--- src/rtl/key_event_decoder.sv ---
// key_event_decoder: converts a debounced key level into single-cycle press, release, short, long and repeat events.
// Auto-repeat is built only when KEY_AUTO_REPEAT_EN is defined; otherwise repeat_pulse is tied low.
module key_event_decoder #(
  parameter int LONG_CNT   = 100_000_000,
  parameter int REPEAT_CNT = 20_000_000,
  parameter int CNT_W      = 27
) (
  input  logic clk,
  input  logic rst_n,
  input  logic key_in,
  output logic key_level,
  output logic press_pulse,
  output logic release_pulse,
  output logic short_pulse,
  output logic long_pulse,
  output logic repeat_pulse,
  output logic busy
);

  typedef enum logic [1:0] {
    IDLE      = 2'd0,
    PRESSED   = 2'd1,
    LONG_HELD = 2'd2
  } state_t;

  localparam int CNT_MAX = (LONG_CNT > REPEAT_CNT) ? LONG_CNT : REPEAT_CNT;
  localparam logic [CNT_W-1:0] CNT_ONE   = CNT_W'(1);
  localparam logic [CNT_W-1:0] LONG_LAST = CNT_W'(LONG_CNT - 1);

  if (LONG_CNT < 2 || REPEAT_CNT < 2 || (CNT_MAX - 1) >= (1 << CNT_W)) begin : g_bad_params
    $error("key_event_decoder: illegal LONG_CNT/REPEAT_CNT/CNT_W combination");
  end

  state_t           state_q, state_d;
  logic             key_q;
  logic [CNT_W-1:0] hold_cnt_q, hold_cnt_d;
  logic             press_q, press_d;
  logic             release_q, release_d;
  logic             short_q, short_d;
  logic             long_q, long_d;
  logic             busy_q;
  logic             rise, fall;
  logic             repeat_d;
`ifdef KEY_AUTO_REPEAT_EN
  localparam logic [CNT_W-1:0] RPT_LAST = CNT_W'(REPEAT_CNT - 1);
  logic [CNT_W-1:0] rpt_cnt_q, rpt_cnt_d;
  logic             repeat_q;
`endif

  // Next-state and event decode; a release always wins over a same-cycle long or repeat.
  always_comb begin
    rise       = key_in & ~key_q;
    fall       = ~key_in & key_q;
    state_d    = state_q;
    hold_cnt_d = hold_cnt_q;
    press_d    = 1'b0;
    release_d  = 1'b0;
    short_d    = 1'b0;
    long_d     = 1'b0;
    repeat_d   = 1'b0;
`ifdef KEY_AUTO_REPEAT_EN
    rpt_cnt_d  = rpt_cnt_q;
`endif
    case (state_q)
      IDLE: begin
        if (rise) begin
          press_d    = 1'b1;
          hold_cnt_d = '0;
          state_d    = PRESSED;
        end else begin
          state_d = IDLE;
        end
      end
      PRESSED: begin
        if (fall) begin
          release_d = 1'b1;
          short_d   = 1'b1;
          state_d   = IDLE;
        end else if (hold_cnt_q == LONG_LAST) begin
          long_d  = 1'b1;
          state_d = LONG_HELD;
`ifdef KEY_AUTO_REPEAT_EN
          rpt_cnt_d = '0;
`endif
        end else begin
          hold_cnt_d = hold_cnt_q + CNT_ONE;
        end
      end
      LONG_HELD: begin
        if (fall) begin
          release_d = 1'b1;
          state_d   = IDLE;
        end else begin
`ifdef KEY_AUTO_REPEAT_EN
          if (rpt_cnt_q == RPT_LAST) begin
            repeat_d  = 1'b1;
            rpt_cnt_d = '0;
          end else begin
            rpt_cnt_d = rpt_cnt_q + CNT_ONE;
          end
`else
          state_d = LONG_HELD;
`endif
        end
      end
      default: begin
        state_d = IDLE;
      end
    endcase
  end

  // State, counter and registered event outputs.
  always_ff @(posedge clk) begin
    if (!rst_n) begin
      state_q    <= IDLE;
      key_q      <= 1'b0;
      hold_cnt_q <= '0;
      press_q    <= 1'b0;
      release_q  <= 1'b0;
      short_q    <= 1'b0;
      long_q     <= 1'b0;
      busy_q     <= 1'b0;
    end else begin
      state_q    <= state_d;
      key_q      <= key_in;
      hold_cnt_q <= hold_cnt_d;
      press_q    <= press_d;
      release_q  <= release_d;
      short_q    <= short_d;
      long_q     <= long_d;
      busy_q     <= (state_d != IDLE);
    end
  end

`ifdef KEY_AUTO_REPEAT_EN
  // Repeat interval counter, cleared explicitly on entry to LONG_HELD and at each repeat.
  always_ff @(posedge clk) begin
    if (!rst_n) begin
      rpt_cnt_q <= '0;
      repeat_q  <= 1'b0;
    end else begin
      rpt_cnt_q <= rpt_cnt_d;
      repeat_q  <= repeat_d;
    end
  end

  assign repeat_pulse = repeat_q;
`else
  assign repeat_pulse = 1'b0;
`endif

  assign key_level     = key_q;
  assign press_pulse   = press_q;
  assign release_pulse = release_q;
  assign short_pulse   = short_q;
  assign long_pulse    = long_q;
  assign busy          = busy_q;

endmodule

--- config.mk ---
export PLATFORM = sky130hd
export DESIGN_NAME = key_event_decoder
export DESIGN_NICKNAME = d
export VERILOG_FILES = /design/src/rtl/key_event_decoder.sv
export SDC_FILE = /design/constraint.sdc
export NUM_CORES = 1
export LEC_CHECK = 0
export BUFFER_PORTS_ARGS = -buffer_cell sky130_fd_sc_hd__buf_2
export CAP_MARGIN = 10
export CORE_MARGIN = 8
export CORE_UTILIZATION = 46
export CTS_BUF_LIST = sky130_fd_sc_hd__clkbuf_4 sky130_fd_sc_hd__clkbuf_8
export CTS_CLUSTER_SIZE = 12
export DETAILED_ROUTE_END_ITERATION = 10
export PLACE_DENSITY = 0.75
export RECOVER_POWER = 100
export SETUP_SLACK_MARGIN = 0.15
export SLEW_MARGIN = 25
export SYNTH_ARGS = -nofsm -noshare
export SYNTH_HDL_FRONTEND = slang
export SYNTH_SLANG_ARGS = --single-unit
--- constraint.sdc ---
create_clock -name clk -period 2.5 [get_ports clk]
set_input_delay 0.25 -clock clk [delete_from_list [all_inputs] [get_ports clk]]
set_output_delay 0.25 -clock clk [all_outputs]
set_load 0.05 [all_outputs]
Word level (Yosys, flattened, before mapping)
Index checks and enable logic that the tools add are counted.

Logic and storage cells: 42. Input port bits: 3. Flip-flop bits (word level): 35.

Add/subtract/negate cells: 1. Muxes and demuxes: 12. Reductions and logical operators: 9. Bitwise logic cells: 6. Equal/unequal tests: 6.

Operators by type and width (count): 2-to-1 mux 27 bit (3); case mux 27 bit (2 select lines) (1); adder 27 x 1 -> 27 bit (second input constant) (1); == test 27 bit (second input constant) (1); 2-to-1 mux 2 bit (3); != test 2 bit (second input constant) (3); case mux 2 bit (3 select lines) (1); AND reduction 2 bit (3); 2-to-1 mux 1 bit (4); inverter 1 bit (4); AND reduction 4 bit (1); nonzero test 2 bit (2); OR reduction 3 bit (1); AND 1 bit (2); == test 2 x 1 -> 1 bit (second input constant) (1); == test 2 bit (second input constant) (1); zero test 2 bit (1); OR reduction 2 bit (1).

Longest topological paths before layout
Gate-level depths: netlist (run 1).

Depth after elaboration: 5. Depth in mapped cells: 9.

Worst setup path before layout (run 1)
Ideal clock, no wire load.

Path type: reg2reg. Start point: register key_q, in the netlist key_level. End point: register hold_cnt_q[2]. Setup slack: 0.556 ns. Period minus slack after synthesis: 1.944 ns. Setup time: 0.117 ns. Stages on the path, launching flop included: 8. Data arrival time: 1.827 ns. Cells stage by stage: dfxtp_1 -> a21boi_0 -> o21ai_0 -> o21bai_2 -> buf_4 -> buf_6 -> a21boi_0 -> o22a_1.

Longest elaborated chain between the ends: 4.

RTL lines: start, declared (RTL line 35) `logic key_q;`; start signal, assigned (RTL line 125) `key_q <= key_in;`; inverter 1 bit (RTL line 52) `rise = key_in & ~key_q;`; AND 1 bit (RTL line 52); != test 2 bit (no line); AND reduction 4 bit (no line) *; end signal, assigned (RTL line 126) `hold_cnt_q <= hold_cnt_d;`; end, declared (RTL line 36) `logic [CNT_W-1:0] hold_cnt_q, hold_cnt_d;`.

Mark *: on every way between the ends. The rest lies on a longest branch, timed or not. A chain may end at the register's enable or synchronous reset.

Worst setup path after layout (run 1)
Start point: register state_q[0]. End point: register hold_cnt_q[22].

Longest elaborated chain between the ends: 3.

RTL lines: start, declared (RTL line 34) `state_t state_q, state_d;`; start signal, assigned (RTL line 124) `state_q <= state_d;`; == test 2 x 1 -> 1 bit or zero test 2 bit (tied branches) (RTL line 64) `case (state_q)`; != test 2 bit (no line) or nonzero test 2 bit (tied branches); AND reduction 4 bit (no line).

Parallel ways exist; a longest one is shown, timed or not.

==> results.tsv, run 1 <==
stage	metric	value	unit
outcome	outcome	finished clean	
global_route	largest net degree at the start of global routing	20	
setup_path	Worst setup SP type	flop	
floorplanning	starting density of the core	46.4	%
power	Int Power	0.856	mW
timing	minimum clock period after layout	2.21	ns
detailed_routing	final WL	4470	um
timing	setup TNS	0	ns
detailed_routing	DR vias	1787	
cells_and_area	final instance area	2160	um^2
synthesis	sequential fraction of the synthesis area	35.4	%
detailed_routing	Via density	6.10	
power	Pwr Density	526	nW/um^2
synthesis	top cell type's share of synthesized area	35.4	%
cells_and_area	Core Util, Final	50.6	%
power	combinational cell fraction of total power	8.7	%
cells_and_area	layout cells sized above 1	12.0	%
power	NetSw	0.280	mW
cells_and_area	Finished Layout Cells	293	
synthesis	synth top area cells	dfxtp_1 (35%), o22a_1 (6.6%), a21oi_1 (4.5%)	
synthesis	Post-synth EDFFs	0	
cells_and_area	most common cell after layout, fill and taps aside	dfxtp_1	
timing	Slew @ Worst Pin	0.904	ns
setup_path	crit path max fanout	12	
clock_network	total CTS buffers	5	
floorplanning	core area	4260	um^2
detailed_routing	TritonRoute pass-1 iters	4	
detailed_routing	WL per Instance	15.3	um
clock_network	H-tree depth	2	
clock_network	Clock Tree Buf Depth	2	
floorplanning	die width	81.6	um
timing	skew final	0.00327	ns
floorplanning	io pins	10	
clock_network	CTS tree	yes	
timing	fmax	453	MHz
setup_path	Arr. time, crit path	2.43	ns
placement	GP Congestion	0.871	
timing	Final setup viols	0	
setup_path	critical path cell sequence	inv_1 > ha_1 > a21boi_0 > o21ai_0 > o21bai_4 > buf_4 > or4_1 > a21oi_1	
floorplanning	die area	6660	um^2
floorplanning	FP Rows	24	
synthesis	Yosys reg bits	35	
clock_network	Post-CTS Setup Bufs	0	
synthesis	syn nets	238	
synthesis	Gate Count Post-Synth	230	
placement	DP HPWL	3280	um
power	LEAKAGE	0.900	nW
cells_and_area	commonest cells after routing, fill and taps aside	dfxtp_1 (35), nor2_1 (18), a21oi_1 (18)	
detailed_routing	antenna viol nets, final	0	
cells_and_area	Layout area overhead	9.03	%
timing	fin. max-slew vios	0	
synthesis	yosys synthesis warning count	0	
timing	RSZ-0062 raised after global routing	false	
cells_and_area	antenna fix cells	0	
power	Worst VDD drop	274	uV
setup_path	slowest stage delay, CP	0.47	ns
synthesis	Yosys cell types	52	
synthesis	mapped cell area	1980	um^2
setup_path	kind of critical path	reg -> reg	
timing	fin crit share	88.4	%
flow_run	Max Cap Viol	0	
floorplanning	Die H	81.6	um
detailed_routing	Initial DRC Count	130	
global_route	initial antenna violation count	0	
placement	placed cell areas	2070	um^2
setup_path	Worst path slowest cell	or4_1	
setup_path	Worst Path Required	2.72	ns
clock_network	Root Driver	clkbuf_8	
cells_and_area	Final #Nets	248	
clock_network	Worst-Skew Late Latency	0.29	ns
synthesis	Avg Cell Area, Syn	8.61	um^2
synthesis	Synth async-reset ratio	0	%
power	switch share	24.6	%
synthesis	Top FF cell, synth	dfxtp_1	
placement	Placed Instances	285	
global_route	first-pass GRT wire length	7700	um
power	Flop pwr share	50.1	%
global_route	overall routing resource usage	14.5	%
clock_network	clk slew on worst S/H paths	0.07	ns
power	Clock power frac	41.2	%
placement	PortBufs	8	
synthesis	cell taking the most area after synthesis	dfxtp_1	
global_route	vias in the first global route	1701	
global_route	overflow left after global routing	0	
clock_network	Sink Count	35	
worst_hold_path	Hold WC Path Type	in -> reg	
timing	Max-slew headroom	39.7	%
cells_and_area	fillcell total	427	
setup_path	CP endpoint kind	flop	
detailed_routing	drc violations	0	
timing	Final Hold Fails	0	
## Yosys cell counts (2+ instances only)
cell type,count
a21oi_1,18
buf_2,3
o31ai_1,2
a21boi_0,2
or4_1,2
buf_6,2
nand2_1,14
nor3_1,8
buf_4,5
nor2_1,18
nor2b_1,3
and2b_1,2
nand4_1,8
dfxtp_1,35
o22a_1,15
o21bai_1,2
inv_1,10
and3_1,6
clkbuf_1,6
a41o_1,2
o41ai_1,2
nand4_4,3
or3_1,3
nand3_1,13
a31oi_1,5
and2_1,2
nand3_2,2
o21ai_0,3
and4_1,3
ha_1,5
a211oi_1,5
## flip-flops by register name, summed over array words and instances (netlist names)
name and count:
short_pulse 1, hold_cnt_q 27, state_q 2, release_pulse 1, key_level 1, long_pulse 1, busy 1, press_pulse 1
## cell families after synthesis
logic type                 Yosys count  synth area share, %
adders and majority gates            5                 3.16
other                                1                0.189
DFF                                 35                 35.4
and+or+nand+nor                     98                 30.8
AOI/OAI and AO/OA                   64                 23.2
buffers and inverters               26                 6.82
muxes                                1                0.505
## through the flow
step	hold WS [ns]	total power, mW	worst slack, ns
after detailed placement	0.481	0.683	0.229
after CTS	0.224	1.15	0.207
after global routing	0.252	1.17	0.128
final	0.235	1.14	0.291
after floorplan	0.394	0.658	0.556
after global placement	0.466	0.681	0.367
## power groups by stage
stage                     registers [mW]  clock network, mW  logic, mW
after floorplan                    0.592                  0     0.0656
after global placement             0.581                  0     0.0999
after detailed placement           0.582                  0      0.101
after CTS                          0.569              0.483      0.102
after global routing               0.570              0.497      0.107
final                              0.569              0.468     0.0986
## path summary, 6_finish.rpt
path / start / endpoint / slack (ns) / cells after the start
worst max-delay path: state_q[0]$_SDFF_PN0_ / hold_cnt_q[22]$_SDFFE_PN0P_ / 0.29 / 8
worst min-delay path: key_in / key_level$_SDFF_PN0_ / 0.23 / 2
worst max register to register: state_q[0]$_SDFF_PN0_ / hold_cnt_q[22]$_SDFFE_PN0P_ / 0.29 / 8
worst min register to register: hold_cnt_q[24]$_SDFFE_PN0P_ / hold_cnt_q[24]$_SDFFE_PN0P_ / 0.49 / 2
## critical path: cells and delay by family (launching register included)
family          cells  cell delay [ns]
simple gates        1             0.47
compound gates      4             0.80
flops               1             0.36
fa+ha+maj           1             0.23
buf+inv             2             0.27
## repair_timing
action | CTS | global route
gates resized for setup | 0 | 2
endpoints found under the setup margin | 0 | 2
hold buffers | 0 | 0
## metal layers
layer | GRT usage [%] | wire length [um]
met1 | 17.7 | 2070
met3 | 3.39 | 186
met5 | 0 | 0
met2 | 23.9 | 2150
met4 | 6.14 | 68
## layout make-up
class	count	area (um^2)	area share, %
flip-flops and latches	35	701	32.4
inverters	10	37.5	1.74
well taps	52	65.1	3.01
clock buffers	8	104	4.81
repair buffers	19	103	4.75
multi-input cells	169	1150	53.2
No activity file was read; power rests on OpenSTA's default activity.
==> run 2: changes to the inputs <==
--- a/config.mk
+++ b/config.mk
@@ -14,6 +14,7 @@
 export DETAILED_ROUTE_END_ITERATION = 10
 export PLACE_DENSITY = 0.75
 export RECOVER_POWER = 100
+export REMOVE_ABC_BUFFERS = 1
 export SETUP_SLACK_MARGIN = 0.15
 export SLEW_MARGIN = 25
 export SYNTH_ARGS = -nofsm -noshare
==> results.tsv, run 2 (synthesis results as in run 1) <==
stage	metric	value	unit
outcome	outcome	finished clean	
clock_network	Root Driver	clkbuf_8	
floorplanning	die width	81.6	um
power	Worst VDD drop	215	uV
cells_and_area	layout cells sized above 1	11.6	%
timing	Final Hold Fails	0	
setup_path	Worst Path Required	2.71	ns
cells_and_area	flip-flop and latch area	701	um^2
setup_path	crit path max fanout	11	
timing	Final setup viols	0	
timing	skew final	0.00491	ns
cells_and_area	Top reg by flops	hold_cnt_q	
cells_and_area	Largest regs	hold_cnt_q (27), state_q (2)	
cells_and_area	fillcell total	427	
floorplanning	io pins	10	
cells_and_area	most common cell after layout, fill and taps aside	dfxtp_1	
setup_path	Worst setup SP type	flop	
timing	fin crit share	85.8	%
timing	Max-slew headroom	42.5	%
clock_network	total CTS buffers	5	
global_route	GR Layer Usage met2	22.6	%
timing	RSZ-0062 raised after global routing	false	
global_route	routing usage on met3	3.61	%
detailed_routing	drc violations	0	
placement	GP Congestion	0.865	
clock_network	H-tree depth	2	
cells_and_area	flip-flop count of the largest register after layout	27	
setup_path	kind of critical path	reg -> reg	
global_route	Top Usage Layer GRT	met2	
timing	setup TNS	0	ns
floorplanning	Die H	81.6	um
power	LEAKAGE	0.899	nW
clock_network	Worst-Skew Late Latency	0.29	ns
clock_network	CTS tree	yes	
cells_and_area	antenna fix cells	0	
cells_and_area	Core Util, Final	50.2	%
cells_and_area	Layout area overhead	8.15	%
timing	fin. max-slew vios	0	
setup_path	Worst path slowest cell	or4_1	
detailed_routing	Via density	6.04	
cells_and_area	Final #Nets	248	
detailed_routing	TritonRoute pass-1 iters	4	
detailed_routing	antenna viol nets, final	0	
clock_network	Clock Tree Buf Depth	2	
detailed_routing	final WL	4450	um
floorplanning	FP Rows	24	
global_route	vias in the first global route	1639	
clock_network	Sink Count	35	
detailed_routing	Initial DRC Count	107	
global_route	met1 Use GR	18.2	%
timing	Slew @ Worst Pin	0.863	ns
timing	fmax	466	MHz
floorplanning	die area	6660	um^2
global_route	initial antenna violation count	0	
cells_and_area	commonest cells after routing, fill and taps aside	dfxtp_1 (35), nor2_1 (18), a21oi_1 (18)	
floorplanning	starting density of the core	46.4	%
worst_hold_path	Hold WC Path Type	in -> reg	
setup_path	critical path cell sequence	inv_1 > ha_1 > a21boi_0 > o21ai_1 > o21bai_4 > buf_4 > or4_1 > a21oi_1	
placement	DP HPWL	3230	um
power	Pwr Density	524	nW/um^2
floorplanning	core area	4260	um^2
global_route	first-pass GRT wire length	7630	um
global_route	largest net degree at the start of global routing	20	
timing	minimum clock period after layout	2.15	ns
global_route	overflow left after global routing	0	
detailed_routing	DR vias	1769	
setup_path	slowest stage delay, CP	0.47	ns
clock_network	clk slew on worst S/H paths	0.06	ns
flow_run	Max Cap Viol	0	
global_route	overall routing resource usage	14.5	%
setup_path	CP endpoint kind	flop	
cells_and_area	area of the multi-input gates	1130	um^2
placement	PortBufs	8	
detailed_routing	WL per Instance	15.2	um
setup_path	Arr. time, crit path	2.36	ns
==> run 2: cell count changes in the layout (fill, tap and decap cells not counted) <==
cell,previous run,this run
o21ai_0,3,2
clkbuf_2,0,1
o21ai_1,0,1
nand4_1,8,9
nand4_4,3,2
buf_4,8,7
==> run 2: what timing repair did <==
| item | CTS | global route |
|---|---|---|
| buffers inserted | 0 | 0 |
| hold buffers | 0 | 0 |
| resized for setup | 0 | 2 |
| endpoints found under the setup margin | 0 | 3 |
==> run 2: stage by stage <==
stage / instances / hold slack (ns) / setup WS, ns / power, mW / cell area [um^2]
6_report: 293 / 0.231 / 0.355 / 1.12 / 2140
3_3_place_gp: 285 / 0.469 / 0.360 / 0.681 / 2070
5_1_grt: 293 / 0.228 / 0.179 / 1.16 / 2140
4_1_cts: 293 / 0.223 / 0.242 / 1.14 / 2170
3_5_place_dp: 285 / 0.476 / 0.268 / 0.683 / 2070
2_1_floorplan: 214 / 0.394 / 0.149 / 0.642 / 1880
==> run 2: layer usage <==
metal / vias up / part of all wire [%] / routed length, um
li1: 887 / - / -
met1: 829 / 47 / 2090
met2: 44 / 46 / 2070
met3: 9 / 4.3 / 192
met4: 0 / 2.3 / 102
met5: - / 0 / 0
==> run 2: final timing paths <==
path,from,end,slack [ns],cells after the start
setup reg to reg,state_q[0]$_SDFF_PN0_,hold_cnt_q[22]$_SDFFE_PN0P_,0.35,8
hold reg to reg,hold_cnt_q[23]$_SDFFE_PN0P_,hold_cnt_q[23]$_SDFFE_PN0P_,0.48,1
hold / removal,key_in,key_level$_SDFF_PN0_,0.23,2
setup / recovery,state_q[0]$_SDFF_PN0_,hold_cnt_q[22]$_SDFFE_PN0P_,0.35,8
==> run 2: area by class of cell <==
| class | instances | share of cell area (%) |
|---|---|---|
| well taps | 52 | 3.04 |
| clock buffers | 8 | 4.85 |
| repair buffers | 19 | 4.67 |
| multi-input cells | 169 | 53.0 |
| inverters | 10 | 1.75 |
| flip-flops and latches | 35 | 32.7 |
==> run 2: critical path: cells and delay by family, from the launching register on <==
family,cells,cell delay (ns)
flip-flops,1,0.37
AO/OA/AOI/OAI,4,0.74
adder cells (fa/ha/maj),1,0.22
AND/OR/NAND/NOR,1,0.47
buffers and inverters,2,0.29
==> run 2: power by group <==
| group | internal [mW] | switching [mW] |
|---|---|---|
| clock | 0.262 | 0.192 |
| combinational | 0.0286 | 0.0700 |
| sequential | 0.564 | 0.00490 |
==> run 3: changes to the inputs <==
--- a/config.mk
+++ b/config.mk
@@ -10,7 +10,6 @@
 export CORE_MARGIN = 8
 export CORE_UTILIZATION = 46
 export CTS_BUF_LIST = sky130_fd_sc_hd__clkbuf_4 sky130_fd_sc_hd__clkbuf_8
-export CTS_CLUSTER_SIZE = 12
 export DETAILED_ROUTE_END_ITERATION = 10
 export PLACE_DENSITY = 0.75
 export RECOVER_POWER = 100
==> constraint.sdc (replaced) <==
create_clock -name clk -period 2.8 [get_ports clk]
set_input_delay 0.28 -clock clk [delete_from_list [all_inputs] [get_ports clk]]
set_output_delay 0.28 -clock clk [all_outputs]
set_load 0.05 [all_outputs]
==> results.tsv, run 3 (synthesis results as in run 1) <==
stage	metric	value	unit
cells_and_area	Top reg by flops	hold_cnt_q	
timing	Slew @ Worst Pin	0.915	ns
timing	Final Hold Fails	0	
cells_and_area	most common cell after layout, fill and taps aside	dfxtp_1	
worst_hold_path	Hold WC Path Type	in -> reg	
cells_and_area	Final #Nets	242	
cells_and_area	commonest cells after routing, fill and taps aside	dfxtp_1 (35), nor2_1 (18), a21oi_1 (18)	
clock_network	CTS Hold Bufs	0	
cells_and_area	Largest regs	hold_cnt_q (27), state_q (2)	
clock_network	CTS resizes	0	
power	Worst VDD drop	169	uV
detailed_routing	TritonRoute pass-1 iters	4	
placement	GP Congestion	0.806	
flow_run	Max Cap Viol	0	
setup_path	CP endpoint kind	flop	
floorplanning	Die H	81.6	um
detailed_routing	Via density	6.08	
cells_and_area	antenna fix cells	0	
floorplanning	die width	81.6	um
setup_path	Worst Path Required	3.01	ns
setup_path	crit path max fanout	22	
setup_path	Arr. time, crit path	2.58	ns
setup_path	Critical path origin	state_q[1]$_SDFF_PN0_	
floorplanning	starting density of the core	46.4	%
placement	Placed Instances	279	
clock_network	H-tree depth	2	
detailed_routing	final WL	4430	um
clock_network	Worst-Skew Late Latency	0.29	ns
worst_hold_path	Worst Hold Path Cells	2	
detailed_routing	antenna viol nets, final	0	
timing	worst hold slack	0.258	ns
timing	setup TNS	0	ns
cells_and_area	Finished Layout Cells	286	
clock_network	Post-CTS Setup Bufs	0	
detailed_routing	Initial DRC Count	113	
cells_and_area	flip-flop count of the largest register after layout	27	
floorplanning	die area	6660	um^2
timing	setup ws final	0.427	ns
timing	skew final	0.00551	ns
floorplanning	io pins	10	
timing	minimum clock period after layout	2.37	ns
detailed_routing	DR vias	1740	
cells_and_area	layout cells sized above 1	9.83	%
global_route	vias in the first global route	1585	
clock_network	Clock Tree Buf Depth	2	
global_route	overall routing resource usage	14.6	%
setup_path	Worst setup SP type	flop	
worst_hold_path	hold wc startpoint	key_in	
outcome	outcome	finished clean	
timing	Final setup viols	0	
clock_network	clk slew on worst S/H paths	0.07	ns
floorplanning	core area	4260	um^2
global_route	overflow left after global routing	0	
detailed_routing	WL per Instance	15.5	um
detailed_routing	drc violations	0	
placement	PortBufs	8	
power	LEAKAGE	0.868	nW
clock_network	total CTS buffers	5	
setup_path	r2r startpoint	state_q[1]$_SDFF_PN0_	
timing	fin. max-slew vios	0	
timing	fmax	421	MHz
power	Pwr Density	459	nW/um^2
setup_path	kind of critical path	reg -> reg	
cells_and_area	fillcell total	443	
clock_network	Root Driver	clkbuf_8	
clock_network	CTS tree	yes	
global_route	largest net degree at the start of global routing	23	
floorplanning	FP Rows	24	
timing	Max-slew headroom	39.0	%
placement	DP HPWL	3100	um
setup_path	worst reg-to-reg path cell count	7	
global_route	first-pass GRT wire length	7530	um
cells_and_area	area of the multi-input gates	1130	um^2
global_route	initial antenna violation count	0	
timing	RSZ-0062 raised after global routing	false	
timing	fin crit share	84.7	%
cells_and_area	flip-flop and latch area	701	um^2
clock_network	Sink Count	35	
cells_and_area	Layout area overhead	5.18	%
placement	DP Worst Slack	0.494	ns
run 3: cell types whose count changed in the layout (fill, tap and decap cells not counted), sizes merged:
cell    delta
clkbuf     -5
buf        -3
clkinv     +1
run 3: per-stage QoR:
stage	cell area, um^2	utilization (%)	power, mW
CTS	2110	49.6	0.974
global placement	2030	47.5	0.602
detailed placement	2030	47.5	0.603
global route	2080	48.9	1.01
finish	2080	48.9	0.957
floorplan	1880	-	0.573
run 3: per-layer routing:
layer	global-route usage, %	share of wire [%]	up-vias
met5	0	0	-
met4	7.37	2.0	0
met3	3.72	3.5	6
met2	22.2	45	36
met1	18.7	49	820
li1	-	-	878
run 3: report_power, final:
group,switching [mW],internal [mW]
Sequential,0.00450,0.504
Combinational,0.0614,0.0214
Clock,0.173,0.193
Total,0.239,0.718
run 3: final timing paths:
path / slack, ns / endpoint
hold / removal: 0.26 / key_level$_SDFF_PN0_
hold reg to reg: 0.48 / hold_cnt_q[16]$_SDFFE_PN0P_
setup reg to reg: 0.43 / hold_cnt_q[22]$_SDFFE_PN0P_
setup / recovery: 0.43 / hold_cnt_q[22]$_SDFFE_PN0P_
run 3: layout make-up:
class                      count  share of cell area [%]
clock inverter                 1                   0.240
timing repair buffer          13                    3.12
clock buffer                   6                    3.96
multi-input combinational    169                    54.1
sequential                    35                    33.6
tap                           52                    3.12
inverter                      10                    1.80
run 3: worst max-delay path, cell delays in order, from the launching register on:
cell and delay (ns):
dfxtp_1 0.33, inv_1 0.10, ha_1 0.35, o21ai_0 0.26, o21bai_2 0.35, buf_4 0.26
or4_1 0.48, a21oi_1 0.15
